===== src/rtl/mem_access_unit.sv =====
// Memory-stage load/store unit: request/grant data-bus handshake with byte strobes,
// load extraction and extension, and a pipeline stall until the access completes.
module mem_access_unit (
  input  logic        clk,
  input  logic        rst,
  input  logic [31:0] ALU_result_M,
  input  logic [31:0] write_data_M,
  input  logic        we_mem_M,
  input  logic [3:0]  ls_type_M,
  output logic        dbus_req,
  output logic        dbus_we,
  output logic [31:0] dbus_addr,
  output logic [31:0] dbus_wdata,
  output logic [3:0]  dbus_be,
  input  logic        dbus_gnt,
  input  logic        dbus_rvalid,
  input  logic [31:0] dbus_rdata,
  output logic        stall_M,
  output logic [31:0] load_data_M,
  output logic        misalign_M
);

  typedef enum logic [1:0] {S_IDLE, S_WAIT_G, S_WAIT_R, S_DONE} state_t;
  typedef enum logic [1:0] {SZ_NONE, SZ_BYTE, SZ_HALF, SZ_WORD} size_t;

  state_t      r_state;
  state_t      w_next;
  logic [31:0] r_load_data;

  size_t       w_size;
  logic        w_is_load;
  logic        w_is_store;
  logic        w_unsigned;
  logic        w_misaligned;
  logic        w_access;
  logic        w_req;
  logic [3:0]  w_be;
  logic [31:0] w_wdata;
  logic [7:0]  w_byte;
  logic [15:0] w_half;
  logic [31:0] w_load_fmt;

  // Type decode; a code whose direction disagrees with we_mem_M decodes as a no-op.
  always_comb begin
    // NOTE: every always_comb output gets a default first so no path can infer a latch.
    w_size     = SZ_NONE;
    w_is_load  = 1'b0;
    w_is_store = 1'b0;
    w_unsigned = 1'b0;
    unique case (ls_type_M)
      4'b0001: begin w_size = SZ_BYTE; w_is_load = ~we_mem_M; end
      4'b0010: begin w_size = SZ_HALF; w_is_load = ~we_mem_M; end
      4'b0011: begin w_size = SZ_WORD; w_is_load = ~we_mem_M; end
      4'b0100: begin w_size = SZ_BYTE; w_is_load = ~we_mem_M; w_unsigned = 1'b1; end
      4'b0101: begin w_size = SZ_HALF; w_is_load = ~we_mem_M; w_unsigned = 1'b1; end
      4'b1001: begin w_size = SZ_BYTE; w_is_store = we_mem_M; end
      4'b1010: begin w_size = SZ_HALF; w_is_store = we_mem_M; end
      4'b1011: begin w_size = SZ_WORD; w_is_store = we_mem_M; end
      default: ;
    endcase
  end

  assign w_misaligned = ((w_size == SZ_HALF) && ALU_result_M[0]) ||
                        ((w_size == SZ_WORD) && (ALU_result_M[1:0] != 2'b00));
  assign w_access     = (w_is_load || w_is_store) && !w_misaligned;

  always_comb begin
    w_next = r_state;
    w_req  = 1'b0;
    unique case (r_state)
      S_IDLE: begin
        if (w_access) begin
          w_req = 1'b1;
          if (dbus_gnt) w_next = w_is_load ? S_WAIT_R : S_DONE;
          else          w_next = S_WAIT_G;
        end
      end
      S_WAIT_G: begin
        w_req = 1'b1;
        if (dbus_gnt) w_next = w_is_load ? S_WAIT_R : S_DONE;
      end
      S_WAIT_R: if (dbus_rvalid) w_next = S_DONE;
      S_DONE:   w_next = S_IDLE;
      default:  w_next = S_IDLE;
    endcase
  end

  // Store lanes: data is replicated so the addressed lane always carries it.
  always_comb begin
    w_be    = 4'b0000;
    w_wdata = 32'h0;
    unique case (w_size)
      SZ_BYTE: begin w_be = 4'b0001 << ALU_result_M[1:0]; w_wdata = {4{write_data_M[7:0]}}; end
      SZ_HALF: begin w_be = ALU_result_M[1] ? 4'b1100 : 4'b0011; w_wdata = {2{write_data_M[15:0]}}; end
      SZ_WORD: begin w_be = 4'b1111; w_wdata = write_data_M; end
      default: ;
    endcase
  end

  always_comb begin
    unique case (ALU_result_M[1:0])
      2'd0:    w_byte = dbus_rdata[7:0];
      2'd1:    w_byte = dbus_rdata[15:8];
      2'd2:    w_byte = dbus_rdata[23:16];
      default: w_byte = dbus_rdata[31:24];
    endcase
    w_half     = ALU_result_M[1] ? dbus_rdata[31:16] : dbus_rdata[15:0];
    w_load_fmt = dbus_rdata;
    unique case (w_size)
      SZ_BYTE: w_load_fmt = w_unsigned ? {24'h0, w_byte} : {{24{w_byte[7]}}, w_byte};
      SZ_HALF: w_load_fmt = w_unsigned ? {16'h0, w_half} : {{16{w_half[15]}}, w_half};
      default: ;
    endcase
  end

  // Everything is forced low during reset so an interrupted request drops immediately.
  assign dbus_req    = w_req && !rst;
  assign dbus_we     = dbus_req && w_is_store;
  assign dbus_be     = (dbus_req && w_is_store) ? w_be : 4'b0000;
  assign dbus_wdata  = (dbus_req && w_is_store) ? w_wdata : 32'h0;
  assign dbus_addr   = dbus_req ? {ALU_result_M[31:2], 2'b00} : 32'h0;
  assign stall_M     = !rst && (((r_state == S_IDLE) && w_access) ||
                                (r_state == S_WAIT_G) || (r_state == S_WAIT_R));
  assign misalign_M  = !rst && (w_is_load || w_is_store) && w_misaligned;
  assign load_data_M = r_load_data;

  always_ff @(posedge clk) begin
    if (rst) begin
      r_state     <= S_IDLE;
      r_load_data <= 32'h0;
    end else begin
      // NOTE: sequential state uses non-blocking assignments so every register samples pre-edge values.
      r_state <= w_next;
      if ((r_state == S_WAIT_R) && dbus_rvalid) r_load_data <= w_load_fmt;
    end
  end

endmodule


===== config.mk =====
export PLATFORM = sky130hd
export DESIGN_NAME = mem_access_unit
export DESIGN_NICKNAME = d
export VERILOG_FILES = /design/src/rtl/mem_access_unit.sv
export SDC_FILE = /design/constraint.sdc
export NUM_CORES = 1
export LEC_CHECK = 0
export CORE_ASPECT_RATIO = 1.4
export CORE_UTILIZATION = 25
export CTS_CLUSTER_DIAMETER = 40
export DETAILED_ROUTE_END_ITERATION = 12
export PLACE_DENSITY = 0.57
export RECOVER_POWER = 100
export SLEW_MARGIN = 15
export SYNTH_ARGS = -nofsm -noshare
export SYNTH_HDL_FRONTEND = slang
export SYNTH_SLANG_ARGS = --single-unit

===== constraint.sdc =====
create_clock -name clk -period 3.8 [get_ports clk]
set_input_delay 0.57 -clock clk [delete_from_list [all_inputs] [get_ports clk]]
set_output_delay 0.57 -clock clk [all_outputs]
set_load 0.03 [all_outputs]

# After elaboration in Yosys (flattened, before gate mapping)

Cells that the tools add are included.

Register bits after elaboration: 34
Word-level logic and storage cells: 72
Input port bits: 105
Output and inout bits: 104

Shift operators: 1
Muxes and demuxes: 23
Bitwise gates (word level): 1
Eq/ne operators: 19
Reductions and logical operators: 26

Operator list:

| operator                                                              | number |
|---|---|
| 32-bit 2-to-1 mux                                                     | 4 |
| 32-bit one-hot mux with 3 select lines                                | 1 |
| 32-bit one-hot mux with 2 select lines                                | 1 |
| 8-bit one-hot mux with 3 select lines                                 | 1 |
| 16-bit 2-to-1 mux                                                     | 1 |
| 4-bit equality test, second input constant                            | 3 |
| 4-bit one-hot mux with 3 select lines                                 | 1 |
| 2-bit equality test, second input constant                            | 5 |
| 1-bit logical AND                                                     | 10 |
| 3-bit OR reduction                                                    | 3 |
| 4-bit by 2-bit equality test with 1-bit output, second input constant | 2 |
| 4-bit by 3-bit equality test with 1-bit output, second input constant | 2 |
| 2-bit 2-to-1 mux                                                      | 4 |
| 4-bit 2-to-1 mux                                                      | 2 |
| 2-bit one-hot mux with 4 select lines                                 | 1 |
| 2-bit by 1-bit equality test with 1-bit output, second input constant | 3 |
| 2-bit inequality test, second input constant                          | 3 |
| 2-bit one-hot mux with 3 select lines                                 | 1 |
| 1-bit 2-to-1 mux                                                      | 5 |
| 5-bit OR reduction                                                    | 1 |
| 4-bit by 1-bit equality test with 1-bit output, second input constant | 1 |
| 2-bit logical NOT                                                     | 2 |
| 1-bit logical OR                                                      | 4 |
| 2-bit OR reduction                                                    | 2 |
| 6 further kinds                                                       | 7 |

# Logic depth before layout (Yosys ltp)

Depth after elaboration: 13
Gate-level depth with buffers: 12
Depth with buffers taken out: 10

# Least setup slack after synthesis

No wires, ideal clock.

Path kind: input-to-output
From: input ls_type_M[1]
To: output dbus_wdata[14]
Slack: -26 ps
Buffers on the path: 3
Data required time: 3230 ps
Stages: 10
Data arrival time: 3256 ps
Cells stage by stage: clkbuf_1 nor3b_1 nand2_1 o21a_1 inv_1 ha_1 buf_2 buf_1 a22oi_1 a2111oi_1

Longest elaborated chain between the ends: 13
Elaborated cells between the ends (all ways): 31
Classes of those cells: eq/ne (11); mux (7); reduce/logical (13)

Ends and longest elaborated chain:

| item                                                                      | line       | RTL |
|---|---|---|
| start: declaration                                                        | 9          | `input logic [3:0] ls_type_M,` |
| 4-bit by 3-bit equality test with 1-bit output (tied with other cells)    | 50         | `unique case (ls_type_M)` |
| 3-bit OR reduction (no line) / 2-bit OR reduction (equally long branches) | n/a        |  |
| 2-bit one-hot mux with 3 select lines                                     | 50         |  |
| 2-bit equality test (on tied branches)                                    | 63, 92, 64 |  |
| 1-bit logical AND (on tied branches)                                      | 63, 64     |  |
| 1-bit logical OR                                                          | 63         | `assign w_misaligned = ((w_size == SZ_HALF) && ALU_result_M[0]) \|\|` |
| 1-bit logical NOT                                                         | 65         | `assign w_access = (w_is_load \|\| w_is_store) && !w_misaligned;` |
| 1-bit logical AND                                                         | 65         |  |
| 1-bit 2-to-1 mux                                                          | 72         | `if (w_access) begin` |
| 1-bit one-hot mux with 2 select lines                                     | 70         | `unique case (r_state)` |
| 1-bit logical AND                                                         | 117        | `assign dbus_req = w_req && !rst;` |
| 1-bit logical AND                                                         | 120        | `assign dbus_wdata = (dbus_req && w_is_store) ? w_wdata : 32'h0;` |
| 32-bit 2-to-1 mux (*)                                                     | 120        |  |
| end: declaration                                                          | 13         | `output logic [31:0] dbus_wdata,` |

Mark *: on every way between the ends. The rest lies on a longest branch, timed or not.

# Worst setup path in the final report

From: input ls_type_M[0]
To: output dbus_wdata[14]

The elaborated chain is that of the path after synthesis.

==> impl_table.tex <==
\begin{tabular}{lr}
\hline
Metric & Value \\
\hline
\multicolumn{2}{l}{\textbf{STA}} \\
Final Setup Violations & 0 \\
Slew Limit Fails & 0 \\
Final Hold Viols & 0 \\
Minimum setup slack in the final design & 189 ps \\
Unrepaired setup endpoints after global routing & false \\
Clock tree skew after final layout & 0.802 ps \\
Maximum achievable frequency & 277 MHz \\
Final critical-path share of the clock period & 0.950 \\
Slew HR & 0.202 \\
Least-Margin Pin Slew & 1190 ps \\
Min Clock Period, post-route & around 3600 ps \\
\multicolumn{2}{l}{\textbf{Global route}} \\
Global-route congestion overflow total & 0 \\
Wire length of the first global-routing pass & around 19,000 um \\
Initial antenna violation count & 0 \\
Maximum number of pins on one net before global-route repair & 30 \\
Vias in the first global route & roughly 3,600 \\
Global-route usage over all layers & 0.195 \\
\multicolumn{2}{l}{\textbf{Layout}} \\
Final cell count without fillers & 734 \\
Area overhead of the layout relative to synthesis & 77.1\% \\
Core occupancy in the finished layout & 0.459 \\
Fraction of layout instances using a drive strength above 1 & 0.239 \\
Antenna cell count & 0 \\
Filler Cells Inserted & between 1,000 and 1,500 \\
Number of nets at the end of the flow & 703 \\
Final instance area & approximately 5300 um2 \\
\multicolumn{2}{l}{\textbf{Yosys}} \\
Ranking of synthesized cells by area & sky130\_fd\_sc\_hd\_\_dfxtp\_1, sky130\_fd\_sc\_hd\_\_a21oi\_1, sky130\_fd\_sc\_hd\_\_and2\_1 \\
Largest area contributor in the netlist & sky130\_fd\_sc\_hd\_\_dfxtp\_1 \\
Cell area after synthesis & around 3000 um2 \\
FFs w/ async S/R, synth & 0 \\
Flop and latch count out of synthesis & 34 \\
Fraction of synthesized cell area taken by the top area cell type & 0.229 \\
Number of instances in the synthesized netlist & a little under 400 \\
Number of enable flip-flop cells after synthesis & 0 \\
Avg Cell Area, Syn & roughly 7.6 um2 \\
Unique cell type count in the Yosys netlist & 52 \\
Fraction of the yosys area taken by sequential cells & 0.229 \\
Synthesis Warnings & 0 \\
Most used flip-flop cell after synthesis & sky130\_fd\_sc\_hd\_\_dfxtp\_1 \\
\multicolumn{2}{l}{\textbf{Place}} \\
Placed wire-length estimate & around 10000 um \\
Placed Area & 5150 um2 \\
Last weighted congestion value of the routability-driven placer & 0.821 \\
Number of port buffers & 206 \\
Dpl ws & -120 ps \\
\# placed instances & around 730 \\
\multicolumn{2}{l}{\textbf{Floorplanning}} \\
I/O pin count & around 210 \\
Die Footprint & between 10,000 and 15,000 um2 \\
Die outline height & around 130 um \\
Effective utilization at floorplan & 0.259 \\
Width of the die & around 94 um \\
Row Count & 46 \\
Area of the placeable core & about 11,000 um2 \\
\multicolumn{2}{l}{\textbf{Critical path}} \\
Worst reg2reg setup slack & roughly 1700 ps \\
Arr. time, crit path & about 3000 ps \\
Register-to-Register Path Depth & 6 \\
Endpoint type of the worst setup path & primary output \\
Most Frequent Cell on Critical Path & sky130\_fd\_sc\_hd\_\_buf\_4 \\
Critical Path Start Type & input pin \\
Destination of the worst register-to-register timing path & load\_data\_M[5]\$\_SDFFE\_PP0P\_ \\
Crit path cell chain & clkdlybuf4s50\_1 -> mux2i\_4 -> inv\_1 -> ha\_1 -> nand2\_1 -> and2\_1 -> a32oi\_2 -> buf\_4 -> buf\_4 -> a2111oi\_2 -> buf\_2 \\
Peak fanout along the critical path & 10 \\
Beginning of the worst register-to-register path & r\_state[0]\$\_SDFFE\_PP0P\_ \\
Cell with the biggest individual delay on the critical path & sky130\_fd\_sc\_hd\_\_clkdlybuf4s50\_1 \\
WP data required & approximately 3200 ps \\
Category of the critical setup timing path & in2out \\
Max incr delay on CP & roughly 580 ps \\
\multicolumn{2}{l}{\textbf{Clock network}} \\
CTS Hold Buffers Added & 0 \\
Worst-skew pair later-pin latency & between 200 and 300 ps \\
CTS tree & yes \\
Buffer count from post-CTS setup fixing & 0 \\
Cell at the root of the clock tree & sky130\_fd\_sc\_hd\_\_clkbuf\_16 \\
Largest buffer count on any clock path & 2 \\
\# H-tree levels & 2 \\
Clock buffers created by TritonCTS & 5 \\
Clock-pin slew on the worst setup and hold paths & 50 ps \\
Clock sink count & 34 \\
\multicolumn{2}{l}{\textbf{Drt}} \\
Post-Route WL & 12,800 um \\
DRC marker count from the first detailed-route iteration & 83 \\
Vias & between 3,000 and 4,000 \\
Router iterations before antenna repair & 4 \\
Average vias per placed instance & 5.13 \\
Routed WL per cell & about 17 um \\
DRC violations left & 0 \\
Post-route antenna net violation count & 0 \\
\multicolumn{2}{l}{\textbf{Job}} \\
\# Max-Cap Violations & 0 \\
\multicolumn{2}{l}{\textbf{Power}} \\
Lkg Pwr & 2.16 nW \\
Fraction of power spent switching nets & 0.422 \\
Reported net switching power & 0.000835 W \\
Int Pwr & 0.00114 W \\
Peak VDD IR & $\sim$370 uV \\
Power share of the sequential group & 0.239 \\
Power share of the clock group & 0.199 \\
Pwr dens & 376 nW/um2 \\
Share of total power in combinational logic & 0.561 \\
\multicolumn{2}{l}{\textbf{Min path}} \\
Cell count of the worst hold path & 2 \\
Origin of the worst min-delay path & load\_data\_M[6]\$\_SDFFE\_PP0P\_ \\
WHS Endpoint & load\_data\_M[6]\$\_SDFFE\_PP0P\_ \\
Path class of the lowest-slack min-delay path & reg2reg \\
\multicolumn{2}{l}{\textbf{Outcome}} \\
Status & complete, no violations \\
\hline
\end{tabular}
-- registers in the layout, indices dropped and copies added, names as in the netlist --
name	count
load_data_M	32
r_state	2
-- layer usage --
| layer | global-route usage | vias up | share of wire |
|---|---|---|---|
| met2 | 0.381 | 139 | 0.55 |
| met4 | 0.0715 | 0 | 0.015 |
| met1 | 0.201 | 1764 | 0.37 |
| li1 | - | 1855 | - |
| met5 | 0 | - | 0 |
| met3 | 0.0405 | 10 | 0.072 |
-- worst max-delay path, delay by kind of cell --
kind | cells | cell delay (ps)
muxes | 1 | 290
adders and majority gates | 1 | 210
buffers and inverters | 5 | 1290
AOI/OAI and AO/OA | 2 | 400
and+or+nand+nor | 2 | 260
-- synth_stat cells (4+ instances only) --
cell type and number:
sky130_fd_sc_hd__nor2_1 11, sky130_fd_sc_hd__ha_1 7, sky130_fd_sc_hd__a21oi_1 48, sky130_fd_sc_hd__a22oi_1 18
sky130_fd_sc_hd__nor4_1 8, sky130_fd_sc_hd__nand3b_1 9, sky130_fd_sc_hd__dfxtp_1 34, sky130_fd_sc_hd__o211ai_1 7
sky130_fd_sc_hd__nand2_1 19, sky130_fd_sc_hd__and4_1 7, sky130_fd_sc_hd__clkbuf_1 31, sky130_fd_sc_hd__a211oi_1 8
sky130_fd_sc_hd__a31oi_1 7, sky130_fd_sc_hd__a2111oi_2 4, sky130_fd_sc_hd__a22o_1 5, sky130_fd_sc_hd__buf_1 5
sky130_fd_sc_hd__nor3_1 4, sky130_fd_sc_hd__a21o_1 8, sky130_fd_sc_hd__o21ai_0 42, sky130_fd_sc_hd__nor4_2 10
sky130_fd_sc_hd__buf_2 7, sky130_fd_sc_hd__inv_1 8, sky130_fd_sc_hd__mux2_2 8, sky130_fd_sc_hd__and2_1 35
-- stage by stage --
step,hold slack (ps),setup TNS (ps),power [W]
global placement,474,-16.9,0.00161
finish,488,0,0.00198
floorplan,536,0,0.00113
CTS,497,0,0.00202
global route,512,0,0.00209
detailed placement,485,-120,0.00161
-- power by group through the flow --
| stage | sequential [W] | clock [W] | combinational [W] |
|---|---|---|---|
| floorplan | 0.000614 | 0 | 0.000519 |
| global placement | 0.000480 | 0 | 0.00113 |
| detailed placement | 0.000480 | 0 | 0.00113 |
| CTS | 0.000476 | 0.000408 | 0.00114 |
| global route | 0.000481 | 0.000422 | 0.00119 |
| finish | 0.000473 | 0.000394 | 0.00111 |
-- worst max path at each step --
stage / start / to / slack (ps) / cells past startpoint
3_5_place_dp: ls_type_M[1] / dbus_wdata[3] / -120 / 12
5_1_grt: ls_type_M[0] / dbus_addr[25] / 20 / 14
3_3_place_gp: ls_type_M[3] / dbus_wdata[3] / -20 / 12
4_1_cts: ls_type_M[2] / dbus_addr[28] / 50 / 14
2_1_floorplan: ls_type_M[1] / dbus_wdata[25] / 90 / 11
6_report: ls_type_M[0] / dbus_wdata[14] / 190 / 11
-- placed cells by master, fill, tap and decap left out, types with 9 or more instances in the layout --
master / netlist / routed
sky130_fd_sc_hd__and2_1: 35 / 26
sky130_fd_sc_hd__and2_0: 0 / 9
sky130_fd_sc_hd__clkbuf_2: 0 / 24
sky130_fd_sc_hd__nor2_1: 11 / 11
sky130_fd_sc_hd__buf_4: 3 / 47
sky130_fd_sc_hd__dfxtp_1: 34 / 34
sky130_fd_sc_hd__nand2_1: 19 / 19
sky130_fd_sc_hd__nor4_2: 10 / 15
sky130_fd_sc_hd__o21ai_0: 42 / 42
sky130_fd_sc_hd__nand3b_1: 9 / 9
sky130_fd_sc_hd__a22oi_1: 18 / 18
sky130_fd_sc_hd__clkbuf_4: 0 / 18
sky130_fd_sc_hd__clkdlybuf4s50_1: 0 / 101
sky130_fd_sc_hd__dlygate4sd3_1: 0 / 32
sky130_fd_sc_hd__a21oi_1: 48 / 48
-- area by class of cell --
cell class / count / area, um2 / share of cell area
clock buffer: 6 / 139 / 0.0264
multi-input combinational: 303 / 2120 / 0.403
sequential: 34 / 681 / 0.129
timing repair buffer: 239 / 2110 / 0.401
inverter: 8 / 30.0 / 0.00571
tap: 144 / 180 / 0.0342
-- cell families after synthesis --
group | Yosys count | synth area share
AOI/OAI and AO/OA | 163 | 0.354
and+or+nand+nor | 120 | 0.262
buffers and inverters | 55 | 0.0788
DFF | 34 | 0.229
muxes | 11 | 0.0447
adders and majority gates | 7 | 0.0295
other | 1 | 0.00126
-- what timing repair did --
item | 4_1_cts | 5_1_grt
setup endpoints to repair | 2 | 58
gates resized for setup | 2 | 14
pin swaps | 0 | 1
Note: power is estimated with default switching activity, not from simulation.
